`src/rtl/mvm_result_buffer.sv`:
```
// Result buffer behind the matrix-vector multiplier: captures one result vector per
// done edge, optionally saturates each word, and replays it on a valid/ready stream.
module mvm_result_buffer #(
  parameter int unsigned MAT_SCALE = 8,
  parameter int unsigned IN_WIDTH  = 32,
  parameter int unsigned OUT_WIDTH = 16,
  parameter int unsigned DEPTH     = 16,
  parameter int unsigned SAT       = 1,
  localparam int unsigned IDX_W    = (MAT_SCALE > 1) ? $clog2(MAT_SCALE) : 1,
  localparam int unsigned CNT_W    = $clog2(DEPTH + 1)
) (
  input  logic                        clk,
  input  logic                        reset,
  input  logic                        done_in,
  input  logic signed [IN_WIDTH-1:0]  data_in,
  output logic                        m_valid,
  input  logic                        m_ready,
  output logic signed [OUT_WIDTH-1:0] m_data,
  output logic [IDX_W-1:0]            m_index,
  output logic                        m_last,
  output logic                        can_start,
  output logic                        overflow,
  output logic [CNT_W-1:0]            count
);

  localparam int unsigned PTR_W = (DEPTH > 1) ? $clog2(DEPTH) : 1;
  localparam int unsigned ENT_W = OUT_WIDTH + IDX_W;

  typedef enum logic [1:0] {
    ST_IDLE,
    ST_CAPTURE,
    ST_DROP
  } state_t;

  state_t               r_state;
  logic [IDX_W-1:0]     r_row;
  logic                 r_done_q;
  logic [PTR_W-1:0]     r_rd;
  logic [PTR_W-1:0]     r_wr;
  logic [ENT_W-1:0]     r_mem [DEPTH];

  logic                 w_trigger;
  logic                 w_space_ok;
  logic                 w_push;
  logic                 w_pop;
  logic                 w_row_last;
  logic                 w_busy_nxt;
  logic [CNT_W-1:0]     w_count_nxt;
  logic [CNT_W-1:0]     w_remain;
  logic [PTR_W-1:0]     w_rd_nxt;
  logic [OUT_WIDTH-1:0] w_conv;
  logic [ENT_W-1:0]     w_entry;
  logic [ENT_W-1:0]     w_head;
  logic [IN_WIDTH-OUT_WIDTH:0] w_hi;

  function automatic logic [PTR_W-1:0] ptr_inc(input logic [PTR_W-1:0] p);
    return (p == PTR_W'(DEPTH - 1)) ? '0 : p + PTR_W'(1);
  endfunction

  // Saturate when the bits above the output sign bit are not a pure sign extension
  always_comb begin
    w_hi = data_in[IN_WIDTH-1:OUT_WIDTH-1];
    if ((SAT != 0) && !((&w_hi) || !(|w_hi))) begin
      w_conv = data_in[IN_WIDTH-1] ? {1'b1, {(OUT_WIDTH-1){1'b0}}}
                                   : {1'b0, {(OUT_WIDTH-1){1'b1}}};
    end else begin
      w_conv = data_in[OUT_WIDTH-1:0];
    end
  end

  assign w_row_last  = (r_row == IDX_W'(MAT_SCALE - 1));
  assign w_trigger   = (r_state == ST_IDLE) && done_in && !r_done_q;
  assign w_space_ok  = (CNT_W'(DEPTH) - count) >= CNT_W'(MAT_SCALE);
  assign w_push      = (r_state == ST_CAPTURE);
  assign w_pop       = m_valid && m_ready;
  assign w_count_nxt = count + CNT_W'(w_push) - CNT_W'(w_pop);
  assign w_remain    = count - CNT_W'(w_pop);
  assign w_rd_nxt    = w_pop ? ptr_inc(r_rd) : r_rd;
  assign w_entry     = {w_conv, r_row};
  assign w_busy_nxt  = w_trigger || ((r_state != ST_IDLE) && !w_row_last);

  // Next head bypasses the array when the incoming word lands in an otherwise empty FIFO
  assign w_head = (w_remain == '0) ? w_entry : r_mem[w_rd_nxt];

  always_ff @(posedge clk) begin
    if (w_push) begin
      r_mem[r_wr] <= w_entry;
    end
  end

  always_ff @(posedge clk or posedge reset) begin
    if (reset) begin
      r_state   <= ST_IDLE;
      r_row     <= '0;
      r_done_q  <= 1'b0;
      r_rd      <= '0;
      r_wr      <= '0;
      count     <= '0;
      overflow  <= 1'b0;
      m_valid   <= 1'b0;
      m_data    <= '0;
      m_index   <= '0;
      m_last    <= 1'b0;
      can_start <= 1'b1;
    end else begin
      r_done_q <= done_in;

      case (r_state)
        ST_IDLE: begin
          if (w_trigger) begin
            r_row <= '0;
            if (w_space_ok) begin
              r_state <= ST_CAPTURE;
            end else begin
              r_state  <= ST_DROP;
              overflow <= 1'b1;
            end
          end
        end
        ST_CAPTURE, ST_DROP: begin
          if (w_row_last) begin
            r_state <= ST_IDLE;
            r_row   <= '0;
          end else begin
            r_row <= r_row + IDX_W'(1);
          end
        end
        default: begin
          r_state <= ST_IDLE;
          r_row   <= '0;
        end
      endcase

      if (w_push) begin
        r_wr <= ptr_inc(r_wr);
      end
      r_rd    <= w_rd_nxt;
      count   <= w_count_nxt;
      m_valid <= (w_count_nxt != '0);

      // Head registers hold their last word once the FIFO drains
      if (w_count_nxt != '0) begin
        m_data  <= w_head[ENT_W-1:IDX_W];
        m_index <= w_head[IDX_W-1:0];
        m_last  <= (w_head[IDX_W-1:0] == IDX_W'(MAT_SCALE - 1));
      end else begin
        m_last <= 1'b0;
      end

      can_start <= !w_busy_nxt && ((CNT_W'(DEPTH) - w_count_nxt) >= CNT_W'(MAT_SCALE));
    end
  end

endmodule

```
`config.mk`:
```
export PLATFORM = sky130hd
export DESIGN_NAME = mvm_result_buffer
export DESIGN_NICKNAME = d
export VERILOG_FILES = /design/src/rtl/mvm_result_buffer.sv
export SDC_FILE = /design/constraint.sdc
export NUM_CORES = 1
export LEC_CHECK = 0
export CAP_MARGIN = 20
export CELL_PAD_IN_SITES_DETAIL_PLACEMENT = 2
export CELL_PAD_IN_SITES_GLOBAL_PLACEMENT = 2
export CORE_AREA = 2 2 262 199
export DETAILED_ROUTE_END_ITERATION = 8
export DIE_AREA = 0 0 264 201
export GPL_TIMING_DRIVEN = 0
export HOLD_SLACK_MARGIN = 0.03
export PLACE_DENSITY_LB_ADDON = 0.1
export SYNTH_ARGS = -nofsm -noshare
export SYNTH_HDL_FRONTEND = slang
export SYNTH_SLANG_ARGS = --single-unit
```
`constraint.sdc`:
```
create_clock -name clk -period 4.9 [get_ports clk]
set_clock_uncertainty 0.1 [all_clocks]
set_input_delay 0.98 -clock clk [delete_from_list [all_inputs] [get_ports clk]]
set_output_delay 0.98 -clock clk [all_outputs]
set_load 0.01 [all_outputs]
```
Yosys cells after proc, flatten, opt, wreduce, memory -nomap -nowiden
Memories as Yosys holds them, arrays and structs flattened.
Index checks and enable logic that the tools add are counted.
W data, S select, Z words.
- memory bits (writable): 304
- logic and storage cells: 68
- flip-flop bits (word level): 42
- memories kept: 1
- bits of input ports: 36
- memories (name ; words ; bits a word ; rd ports ; clocked after memory_dff ; wr ports ; line ; source):
    r_mem ; 16 ; 19 ; 1 ; 0 ; 1 ; 40 ; logic [ENT_W-1:0] r_mem [DEPTH];
- add/subtract/negate cells: 8
- muxes and demuxes: 16
- reduce and logical (&&, ||, !) cells: 20
- bitwise operators: 1
- $lt $le $gt $ge: 2
- equality and inequality tests: 8
- operators by type and width (cell ; number):
    $mux W16 ; 2
    $mux W19 ; 1
    $reduce_and A17 Y1 ; 1
    $reduce_or A17 Y1 ; 1
    $mux W4 ; 3
    $ge A5 B4 Y1 const B ; 2
    $sub A5 B1 Y5 ; 2
    $sub A5 B5 Y5 const A ; 2
    $add A4 B1 Y4 const B ; 2
    $eq A4 B4 Y1 const B ; 2
    $eq A3 B3 Y1 const B ; 2
    $mux W2 ; 3
    $mux W3 ; 2
    $pmux W3 S2 ; 1
    $add A5 B1 Y5 ; 1
    $logic_and A1 B1 Y1 ; 5
    $logic_not A5 Y1 ; 1
    $reduce_bool A5 Y1 ; 1
    $logic_not A1 Y1 ; 4
    $ne A2 B2 Y1 const B ; 2
    $pmux W2 S2 ; 1
    $add A3 B1 Y3 const B ; 1
    $mux W1 ; 3
    $reduce_and A3 Y1 ; 1
    8 further kinds ; 9

Logic depth before layout (Yosys ltp)
Gate-level depths: netlist of run 1.
- depth in word-level cells: 7
- depth in mapped cells: 16
- gate-level depth less buffers: 14

Worst setup path after synthesis of run 1
OpenSTA, ideal clock, no wires.
- path type: input-to-reg
- start: input m_ready
- end: register m_data[10]
- stages: 14
- setup slack: 1.043 ns
- path buffers: 2
- data arrival time: 3.636 ns
- cells stage by stage: and2_1 > buf_1 > nand2b_1 > nand2_1 > ha_1 > fa_1 > xnor2_1 > or3_1 > nor2_1 > ha_1 > clkinv_1 > clkbuf_1 > o21a_1 > a22o_1
- elaborated cells between the ends (all ways): 8
- RTL lines (element ; line ; source):
    from (decl) ; 17 ; input logic m_ready,
    $logic_and A1 B1 Y1 ; 75 ; assign w_pop = m_valid && m_ready;
    $sub A5 B1 Y5 ; 76 ; assign w_count_nxt = count + CNT_W'(w_push) - CNT_W'(w_pop);
    named net w_count_nxt[2] ; 48 ; logic [CNT_W-1:0] w_count_nxt;
    $reduce_bool A5 Y1 ; 142 ; if (w_count_nxt != '0) begin
    to (signal assigned) ; 143 ; m_data <= w_head[ENT_W-1:IDX_W];
    to (decl) ; 18 ; output logic signed [OUT_WIDTH-1:0] m_data,
The timed path passes the listed nets, and every way through them passes these cells.
A chain may end at the register's enable or synchronous reset.

Final worst setup path of run 1
- start: input m_ready
- end: register m_data[9]
Same word-level chain as after synthesis.

==> results of run 1 <==
[power groups by stage]
stage / Sequential (mW) / Clock, mW / Combinational [mW]
after floorplan: 3.85 / 0 / 2.65
after CTS: 3.83 / 2.99 / 4.38
after detailed placement: 3.89 / 0 / 4.37
after global routing: 3.86 / 3.10 / 4.67
after global placement: 3.86 / 0 / 4.23
final: 3.83 / 2.91 / 4.29
[registers in the layout, summed over array words and instances, names as in the netlist, 2 cells and up]
signal and cells:
r_row 3, r_rd 4, r_wr 4, m_data 16
r_state 2, count 5, m_index 3, r_mem 304
[layer usage]
| layer | global-route usage [%] | vias up | share of wire (%) |
|---|---|---|---|
| li1 | - | 3353 | - |
| met1 | 25.0 | 4319 | 50 |
| met2 | 26.0 | 153 | 45 |
| met3 | 2.56 | 51 | 3.7 |
| met4 | 4.20 | 0 | 1.8 |
| met5 | 0 | - | 0 |
[cells by family (layout without fill, tap and decap cells)]
logic type                 Yosys count  count (layout)  share of synthesized area [%]
AOI/OAI and AO/OA                  129             129                           6.90
xor gates and xnor gates            10              10                          0.625
adders and majority gates           17              17                           1.57
buffers and inverters               50             185                           1.46
DFF                                346             346                           72.7
muxes                               84              84                           11.9
and+or+nand+nor                    140             140                           4.92
[placed cells by master, fill, tap and decap left out, drive strengths merged, types with 14 or more instances in the layout]
cell type and instances:
a21o 15, a22o 18, a22oi 30, and2 20, buf 18, clkbuf 73
clkdlybuf4s50 63, dfrtp 41, edfxtp 304, ha 16, inv 14, mux4 65
nand2 42, nand3 21, nor2 26, o21a 14
[repair_timing]
item / in CTS / in global routing
setup buffers: 0 / 0
setup endpoints to repair: 15 / 6
hold buffers: 0 / 0
hold endpoints to repair: 0 / 0
resized for setup: 4 / 0
[path summary, 6_finish.rpt]
check / endpoint / slack (ps) / depth (start not counted)
setup / recovery: m_data[9]$_DFFE_PP0P_ / 360 / 13
hold / removal: overflow$_DFFE_PP0P_ / 370 / 1
setup reg to reg: m_data[9]$_DFFE_PP0P_ / 640 / 14
hold reg to reg: overflow$_DFFE_PP0P_ / 370 / 1
max in group asynchronous: can_start$_DFF_PP1_ / 3320 / 3
min in group asynchronous: r_wr[2]$_DFFE_PP0P_ / 740 / 2
[stage by stage]
stage | setup WS (ps) | total power [mW] | utilization (%)
2_1_floorplan | 1040 | 6.50 | -
3_3_place_gp | -938 | 8.09 | 30.5
3_5_place_dp | -1120 | 8.25 | 30.6
4_1_cts | 94.7 | 11.2 | 33.1
5_1_grt | 150 | 11.6 | 33.1
6_report | 361 | 11.0 | 33.1
[cell type report]
cell class	count	area (µm²)	share of cell area, %
clock inverters	16	134	0.796
inverters	15	57.6	0.342
clock buffers	54	1130	6.75
flip-flops and latches	346	10200	60.6
plain buffers	34	149	0.886
multi-input cells	380	3650	21.7
well taps	666	833	4.96
repair buffers	66	666	3.96
==> results.ini, run 1 <==
[outcome]
outcome=complete, no violations

[timing]
relSlewSlack_pct=26.5
worst_slew_pin_slew_ps=1100
holdWs_ps=371
hold_viol=0
tns_ps=0
rsz0062_at_grt=no
fmax_mhz=220
final.min_clock_period_ps=4540
setup_viol=0
drv_slew=0
fin_crit_sh_pct=92.6

[worst_setup_path]
critPathCaptureType=register
crit_fanout=10
crit_slowest_cell=clkdlybuf4s50_1
path_class=in -> reg
start_kind=primary input
crit_path_start=m_ready
worstPathArrival_ps=4910
critPathTopFamily=buffers and inverters
cp_num_buf_inv=4
reg2reg_from=r_state[1]$_DFFE_PP0P_
max_stage_delay_ps=570
crit_chain=clkdlybuf4s50_1 > and2_1 > buf_2 > nand2b_1 > nand2_1 > ha_1 > fa_1 > or3_1 > nor2_1 > ha_1 > clkbuf_2 > clkbuf_2 > a22o_1
required_ps=5270

[power]
swShare_pct=35.6
p_comb_share_pct=38.9
clkPwrFrac_pct=26.4
p_per_area_nw_per_um2=656
cellLeakagePower_nw=5.64
vdd_drop_max_mv=0.292
seqPwrFrac_pct=34.7
cellInternalPower_mw=7.10
p_switching_mw=3.93

[logic_synthesis]
yosysUniqueCellTypes=54
yosysTopAreaCell=edfxtp_1
yosysWarnings=0
ys_top_cells_by_count=304 x edfxtp_1, 65 x mux4_2, 42 x nand2_1
ys_ff_latch=346
netlist.area_leader.share_pct=65.1
ys_seq_area_share_pct=72.7
avgSynthCellArea_um2=18.1
synth_area_um2=14000
async_flop_share_pct=12.1
syn_nets=829
synth_area_leaders=edfxtp_1 65%, mux4_2 10%, dfrtp_1 7.3%, a22oi_1 1.6%, ha_1 1.4%
synth.most_common_cell=edfxtp_1
syn-instance-count=776
synthFlopType=edfxtp_1
synth_edf_count=304

[grt]
antenna_found_initial=2
grt_pass1_vias=8854
gr-total-overflow=0
grt_pass1_wl_um=63700
track_usage_pct=16.9
grt_max_degree=24

[cts]
insertion_delay_ps=540
cts_tree=built
ctsRootBufferMaster=clkbuf_16
numCtsBuffers=39
clk_path_buf_depth=3
h-tree-depth=2
clk_pin_slew_ps=60
clock_sinks=346

[final_layout]
nNetsFinal=935
fin_area_um2=16800
fill_cells=5079
final_cells=1577
antenna_cells=0
drive_gt1_share_pct=19.0
syn_to_final_growth_pct=20.0

[floorplan]
start_util_pct=27.6
dieHeight_um=201
die_w_um=264
die_area_um2=53100
rows=72
io_pins=64
coreArea_um2=50800

[drt]
remaining_drc_errors=0
ant_nets=0
drt_first_pass_iters=5
vias=7876
detail_route.vias_per_cell=4.99
wirelength_um=44200
first_iter_violations=564
wl_per_cell_um=28.1

[placement]
place_inst=1508
place.gp.congestion=0.734
dp_hpwl_um=27600
port_buffers=63
dpl-instance-area_um2=15500

[job]
cap_violations=0

[hold_path]
hold_path_class=reg -> reg
hold_start=overflow$_DFFE_PP0P_

Power figures use the tool's default switching activity.
==> inputs of run 2 (changes only) <==
- CORE_AREA: 2 2 262 199 -> 2 2 227 229
- DIE_AREA: 0 0 264 201 -> 0 0 229 231
- SKIP_CTS_REPAIR_TIMING: unset -> 1
- SLEW_MARGIN: unset -> 20
==> results.ini, run 2 (synthesized netlist as in run 1, its figures left out) <==
[outcome]
outcome=complete, no violations

[cts]
clock_sinks=346  ; unchanged
clk_pin_slew_ps=60  ; about the same
numCtsBuffers=41  ; +5.1%
h-tree-depth=2  ; unchanged
cts_tree=built
insertion_delay_ps=560  ; +20 ps
clk_path_buf_depth=3  ; unchanged
ctsRootBufferMaster=clkbuf_16

[timing]
hold_viol=0  ; unchanged
final.min_clock_period_ps=4500  ; -39.8 ps
worst_slew_pin_slew_ps=1050  ; -50.2 ps
fmax_mhz=222  ; +0.89%
drv_slew=0  ; unchanged
rsz0062_at_grt=no
fin_crit_sh_pct=91.8  ; -0.81 points
relSlewSlack_pct=27.9  ; +1.3 points
holdWs_ps=367  ; -3.36 ps
setup_viol=0  ; unchanged

[worst_setup_path]
worstPathArrival_ps=4880  ; -30 ps
critPathCaptureType=register
crit_fanout=10  ; unchanged
required_ps=5280  ; about the same
path_class=in -> reg
start_kind=primary input

[floorplan]
die_area_um2=52900  ; -0.31%
coreArea_um2=50700  ; -0.26%
start_util_pct=27.6  ; +0.071 points
io_pins=64  ; unchanged
rows=83  ; +15%
die_w_um=229  ; -13%
dieHeight_um=231  ; +15%

[grt]
antenna_found_initial=0  ; -2
grt_pass1_wl_um=61500  ; -3.4%
gr-total-overflow=0  ; unchanged
grt_pass1_vias=8766  ; -0.99%
track_usage_pct=16.2  ; -0.67 points
grt_max_degree=43  ; +79%

[final_layout]
regMostFlops=r_mem
fill_cells=5121  ; +0.83%
top_regs=r_mem (304), m_data (16), count (5)
fin_util_pct=33.4  ; +0.37 points
nNetsFinal=943  ; +0.86%
antenna_cells=0  ; unchanged
mostFrequentLayoutCell=edfxtp_1
fin_area_um2=17000  ; +0.85%
final_cell_mix=304 x edfxtp_1, 65 x mux4_2, 63 x clkdlybuf4s50_1, 42 x nand2_1
largest_register_ffs=304  ; unchanged
syn_to_final_growth_pct=21.0
drive_gt1_share_pct=19.2  ; +0.16 points

[power]
p_per_area_nw_per_um2=647  ; -1.4%
vdd_drop_max_mv=0.300  ; +2.5%
cellLeakagePower_nw=5.68  ; +0.74%

[drt]
remaining_drc_errors=0  ; unchanged
wl_per_cell_um=26.5  ; -5.6%
vias=7786  ; -1.1%
drt_first_pass_iters=5  ; unchanged
detail_route.vias_per_cell=4.87  ; -2.5%
ant_nets=0  ; unchanged
wirelength_um=42400  ; -4.2%
first_iter_violations=478  ; -15%

[hold_path]
hold_path_class=reg -> reg

[placement]
port_buffers=63  ; unchanged
place.gp.congestion=0.795  ; +8.3%
dpl-instance-area_um2=15700  ; +0.72%
dp_hpwl_um=27600  ; about the same

[job]
cap_violations=0  ; unchanged

-- run 2: area by class of cell --
| cell class | count | area, µm² | share of cell area (%) |
|---|---|---|---|
| clock buffers | 60 | 1160 | 6.83 |
| plain buffers | 35 | 154 | 0.908 |
| well taps | 680 | 851 | 5.02 |
| inverters | 15 | 62.6 | 0.369 |
| clock inverters | 12 | 111 | 0.657 |
| flip-flops and latches | 346 | 10200 | 60.1 |
| multi-input cells | 380 | 3650 | 21.6 |
| repair buffers | 71 | 781 | 4.61 |
-- run 2: stage by stage --
step	std cells	worst slack (ps)	power (mW)	setup TNS [ps]
after detailed placement	1525	-967	8.17	-15820
final	1599	401	11.0	0
after global routing	1599	162	11.6	0
after CTS	1597	-389	11.2	-4740
after global placement	1519	-888	8.04	-14180
after floorplan	776	1040	6.50	0
-- run 2: path summary, 6_finish.rpt --
| check | start | endpoint | slack [ps] | depth (start not counted) |
|---|---|---|---|---|
| setup reg to reg | r_state[1]$_DFFE_PP0P_ | m_data[9]$_DFFE_PP0P_ | 650 | 14 |
| setup / recovery | m_ready | m_data[9]$_DFFE_PP0P_ | 400 | 14 |
| min in group asynchronous | reset | count[1]$_DFF_PP0_ | 800 | 2 |
| max in group asynchronous | reset | m_data[11]$_DFFE_PP0P_ | 3430 | 2 |
| hold / removal | overflow$_DFFE_PP0P_ | overflow$_DFFE_PP0P_ | 370 | 1 |
| hold reg to reg | overflow$_DFFE_PP0P_ | overflow$_DFFE_PP0P_ | 370 | 1 |
-- run 2: report_power, final --
part | leakage, nW | switching (mW) | internal, mW
clock network | 0.617 | 1.20 | 1.74
registers | 3.23 | 0.223 | 3.60
logic | 1.83 | 2.41 | 1.80
total | 5.68 | 3.83 | 7.13
-- run 2: metal layers --
| metal | wire length (µm) | share of wire, % | track usage (%) |
|---|---|---|---|
| met1 | 18900 | 45 | 21.6 |
| met2 | 21000 | 50 | 27.8 |
| met3 | 1650 | 3.9 | 2.59 |
| met4 | 767 | 1.8 | 3.81 |
| met5 | 0 | 0 | 0 |
-- run 2: critical path, cell delays in order --
cell,delay [ps]
clkdlybuf4s50_1,500
and2_1,240
clkbuf_2,220
nand2b_1,200
nand2_1,80
ha_1,220
fa_1,440
xnor2_1,160
or3_1,390
nor2_1,120
ha_1,300
clkbuf_2,360
clkbuf_2,440
a22o_1,220
